[config.mk]
export PLATFORM = sky130hd
export DESIGN_NAME = instr_align
export DESIGN_NICKNAME = d
export VERILOG_FILES = /design/src/rtl/ifu_pkg.sv /design/src/rtl/instr_align.sv
export SDC_FILE = /design/constraint.sdc
export NUM_CORES = 1
export LEC_CHECK = 0
export BUFFER_PORTS_ARGS = -buffer_cell sky130_fd_sc_hd__buf_2
export CAP_MARGIN = 20
export CORE_MARGIN = 2
export CORE_UTILIZATION = 59
export CTS_CLUSTER_SIZE = 40
export DETAILED_ROUTE_END_ITERATION = 10
export PLACE_DENSITY = 0.86
export SLEW_MARGIN = 20
export SYNTH_ARGS = -nofsm -noshare
export SYNTH_HDL_FRONTEND = slang
export SYNTH_SLANG_ARGS = --single-unit
[constraint.sdc]
create_clock -name clk -period 7.56 [get_ports clk]
set_input_delay 0 -clock clk [delete_from_list [all_inputs] [get_ports clk]]
set_output_delay 0 -clock clk [all_outputs]
set_load 0.005 [all_outputs]
[src/rtl/ifu_pkg.sv]
// ifu_pkg: shared instruction-fetch types and constants.
package ifu_pkg;
  typedef logic [15:0] half_t;
  localparam int DEPTH = 3;
  localparam logic [1:0] OP32 = 2'b11;
endpackage

[src/rtl/instr_align.sv]
// instr_align: realigns a 32-bit fetch word stream into 16/32-bit RISC-V instructions.
module instr_align
  import ifu_pkg::*;
#(
  parameter logic [31:0] RESET_PC = 32'h0000_0000
) (
  input  logic        clk,
  input  logic        rst_n,
  input  logic        redirect,
  input  logic [31:0] redirect_pc,
  input  logic        fetch_valid,
  output logic        fetch_ready,
  input  logic [31:0] fetch_data,
  output logic        instr_valid,
  input  logic        instr_ready,
  output logic [31:0] instr_out,
  output logic [31:0] instr_pc,
  output logic        instr_compressed
);
  half_t hw [DEPTH];
  half_t sh [DEPTH];
  half_t nx [DEPTH];
  half_t first;
  logic [1:0] count, n_push, n_pop, base, base1;
  logic [31:0] pc;
  logic skip_low, comp, push_fire, pop_fire, unused_pc0;
  assign unused_pc0 = redirect_pc[0];
  assign comp = hw[0][1:0] != OP32;
  // rst_n gating keeps the fetch side quiet for the whole reset pulse
  assign fetch_ready = rst_n && count <= 2'd1 && !redirect;
  assign instr_valid = !redirect && ((count != 2'd0 && comp) || count >= 2'd2);
  assign instr_out = comp ? {16'h0, hw[0]} : {hw[1], hw[0]};
  assign instr_compressed = comp;
  assign instr_pc = pc;
  assign push_fire = fetch_valid && fetch_ready;
  assign pop_fire = instr_valid && instr_ready;
  assign n_push = push_fire ? (skip_low ? 2'd1 : 2'd2) : 2'd0;
  assign n_pop = pop_fire ? (comp ? 2'd1 : 2'd2) : 2'd0;
  assign base = count - n_pop;
  assign base1 = base + 2'd1;
  assign first = skip_low ? fetch_data[31:16] : fetch_data[15:0];
  // shift out popped entries, then append pushed halfwords behind the survivors
  always_comb begin
    sh[0] = n_pop == 2'd0 ? hw[0] : n_pop == 2'd1 ? hw[1] : hw[2];
    sh[1] = n_pop == 2'd0 ? hw[1] : n_pop == 2'd1 ? hw[2] : '0;
    sh[2] = n_pop == 2'd0 ? hw[2] : '0;
    for (int i = 0; i < DEPTH; i++)
      nx[i] = (n_push != 2'd0 && base == 2'(i)) ? first :
              (n_push == 2'd2 && base1 == 2'(i)) ? fetch_data[31:16] : sh[i];
  end
  always_ff @(posedge clk or negedge rst_n) begin
    if (!rst_n) begin
      for (int i = 0; i < DEPTH; i++) hw[i] <= '0;
      count <= '0;
      pc <= {RESET_PC[31:1], 1'b0};
      skip_low <= RESET_PC[1];
    end else if (redirect) begin
      count <= '0;
      pc <= {redirect_pc[31:1], 1'b0};
      skip_low <= redirect_pc[1];
    end else begin
      for (int i = 0; i < DEPTH; i++) hw[i] <= nx[i];
      count <= count + n_push - n_pop;
      pc <= pc + (pop_fire ? (comp ? 32'd2 : 32'd4) : 32'd0);
      if (push_fire) skip_low <= 1'b0;
    end
  end
endmodule

==> impl_results.md <==
- Status: complete, no violations
- Clock sink count: 82
- DIE WIDTH: between 100 and 150 µm
- Power Internal: 1.01 mW
- Reg2Reg Depth: 8
- Startpoint Class: flip-flop
- Die area: 10700 µm²
- Input/output buffers: 133
- Synth Register Bits: between 80 and 90
- Gr ovfl total: 0
- Crit-path slowest cell: dfrtp_1
- PwrDens: between 200 and 250 nW/µm²
- Switch Pwr: 0.601 mW
- Hold depth: 3
- WHS Endpoint: hw[29]
- FF-to-FF Start: hw[33]
- Seq/Total Area, Yosys: 0.351
- Rows: 36
- Final setup viols: 0
- Synth Area in Compound Gates: 0.243
- Cells after DPL: 853
- Worst Setup Path Type: reg -> reg
- H-tree levels: 3
- DR iter-0 viols: slightly above 700
- Number of synthesized flops with an enable pin: 0
- Clk_lat worst skew: 0.38 ns
- RSZ-0062 raised after global routing: false
- Simple logic cell fraction of the synthesized area: 0.170
- Final WL: 18.8 mm
- Crit share post-route: 0.550
- Starting Density: 0.604
- Main synth FF type: dfrtp_1
- CTS root buffer: clkbuf_8
- Final-report hold violation count: 0
- Antenna Diode Count: 0
- Top-count cell post-synth: nand2_1
- I/O pin total: 136
- Largest family of logic cells by synthesized area: compound AO/OA/AOI/OAI gates
- Net count after synthesis: roughly 730
- Max cap viols: 0
- Reg2reg setup slack: 3.40 ns
- Flop pwr share: 0.443
- First-pass iteration count of the detailed router: 6
- Async set or reset register ratio after synthesis: 1.00
- Gate count after technology mapping: between 600 and 700
- CTS Buffer Depth: 2
- Most common library cells after synthesis: 105 x nand2_1, 82 x dfrtp_1, 44 x o21ai_0, 40 x clkbuf_1
- Arr. time, crit path: 4.47 ns
- Synth top area share: 0.351
- Number of global-route vias before repair: 6090
- Post-synthesis xor/xnor area fraction: 0.0449
- Mux cell area share after synthesis: 0.0914
- Post-synth cell types: 53
- Setup TNS: 0 ns
- Area leader, netlist: dfrtp_1
- Data required, critical path: 7.87 ns
- Max Fclk: ~0.24 GHz
- Layout cells sized above 1: 0.241
- Die Ht: 104 µm
- Area delta synth->final: 18.1%
- Critical Path Max Stage Delay: around 0.96 ns
- Nets: around 840
- Vias per cell: 6.74
- Placer congestion estimate: 0.840
- Num CTS Buffers: 9
- Initial antenna violation count: 0
- Remaining DRCs: 0
- Final ANT Viol Nets: 0
- HP Start: fetch_data[29]
- DR WL/cell: 20.8 µm
- DR vias: 6100
- Yosys Warn Count: 0
- PostCTS Resize Cnt: 0
- Maximum VDD drop: 0.000148 V
- CP Max Fanout: 38
- Clock transition at path regs: 0.10 ns
- Crit end category: flip-flop
- Worst hold path class: in -> reg
- GRT Util Overall: 0.341
- Worst-Margin Slew: 1.17 ns
- Final min period: 4.16 ns
- First-pass GRT wire length: 29.7 mm
- Synth area leaders: dfrtp_1 35%, nand2_1 6.7%, mux2i_1 5.5%
- Skew final: 0.0170 ns
- Largest net degree at the start of global routing: 72
- Core ar.: 9680 µm²
- Leak Pwr: 3.20 nW
- Clock Power Share: 0.227
- Combinational group share of total power: 0.330
- CTS tree: yes
- Max-slew violations: 0
- HPWL after detailed placement: 10.8 mm
- Final non-filler cell total: roughly 900
- Synth Area per Inst: 8.89 µm²
- Adder-Cell Fraction of Synth Area: 0.0141
- CP cell instances: a221oi_4, ha_1, buf_4, nor2_4, nand2_2, a21o_1, and2_1, a22o_1
- Critical R2R Capture: hw[40]
- Max_slew headroom: 0.223
- Net Sw Frac: 0.372
- Syn Std Cell Area: between 5000 and 6000 µm²
==> layer usage <==
metal,vias to the layer above,global-route usage,share of wire
li1,2619,-,-
met3,108,0.0938,0.12
met5,-,0,0
met2,505,0.555,0.47
met1,2868,0.414,0.37
met4,0,0.181,0.040
==> worst max-delay path, delay by kind of cell (launching register included) <==
| family | cells | cell delay, ns |
|---|---|---|
| adder cells (fa/ha/maj) | 1 | 0.33 |
| buffers and inverters | 1 | 0.39 |
| AO/OA/AOI/OAI | 3 | 1.03 |
| flip-flops | 1 | 0.96 |
| AND/OR/NAND/NOR | 3 | 1.37 |
==> worst max path at each step <==
stage                         from      endpoint  slack [ns]  depth (start not counted)
after floorplan             hw[32]        hw[16]        4.41                         12
after global placement    redirect        hw[45]        3.73                         10
after detailed placement  redirect        hw[43]        3.59                         10
after CTS                   hw[32]        hw[40]        3.60                          8
after global routing        hw[33]  instr_pc[28]        3.19                         10
final                       hw[33]        hw[40]        3.40                          8
==> state kept, by name (all words and copies together) (netlist names) <==
signal / count
skip_low: 1
count: 2
hw: 48
instr_pc: 31
==> stage by stage <==
stage | total power [mW] | utilization | hold slack, ns | setup slack [ns] | cell area [µm²]
global route | 1.69 | 0.713 | 0.0134 | 3.19 | 6910
global placement | 1.19 | 0.653 | -0.128 | 3.73 | 6320
floorplan | 1.06 | - | -0.296 | 4.41 | 5850
detailed placement | 1.22 | 0.653 | -0.127 | 3.59 | 6320
finish | 1.61 | 0.713 | 0.0137 | 3.40 | 6910
CTS | 1.59 | 0.712 | 0.00615 | 3.60 | 6900
==> placed cells by master, fill, tap and decap left out, types with 2 or more instances in the layout <==
cell type	n
nand3_1	8
a21o_1	18
inv_1	26
and2_1	2
nand2_1	105
and4_1	4
o21ai_0	44
buf_2	132
mux2_2	19
buf_4	5
nor2_1	22
clkbuf_8	9
nor4_1	8
o221ai_1	32
bufinv_16	2
ha_1	5
nand4_1	7
nand2b_1	2
a22o_1	16
o21ai_4	2
dlygate4sd3_1	36
a32o_1	16
xnor2_1	19
xor2_1	11
mux2i_1	32
o211ai_1	16
o22ai_1	16
or3_1	3
dfrtp_1	82
a41oi_1	16
and3_1	24
nor3_1	8
==> logic make-up (layout without fill, tap and decap cells) <==
| group | after synthesis | after routing |
|---|---|---|
| other cells | 1 | 1 |
| flops | 82 | 82 |
| buf+inv | 101 | 215 |
| mux | 51 | 51 |
| simple gates | 203 | 203 |
| fa+ha+maj | 6 | 6 |
| xor+xnor | 30 | 30 |
| compound gates | 184 | 184 |
==> power by group through the flow <==
stage               Combinational (mW)  Clock [mW]  Sequential [mW]
finish                           0.533       0.366            0.715
CTS                              0.520       0.364            0.705
global route                     0.579       0.388            0.727
global placement                 0.483           0            0.702
floorplan                        0.410           0            0.652
detailed placement               0.505           0            0.713
==> final cells by class <==
class,instances,area (µm²)
flip-flops and latches,82,2050
well taps,133,166
clock inverters,6,90.1
clock buffers,10,128
multi-input cells,475,3310
repair buffers,173,1060
fillers,684,2780
inverters,26,97.6
==> timing repair <==
action / in CTS / in global routing
setup buffers: 0 / 0
hold buffers: 36 / 0
hold endpoints to repair: 48 / 0
Power figures use the tool's default switching activity.
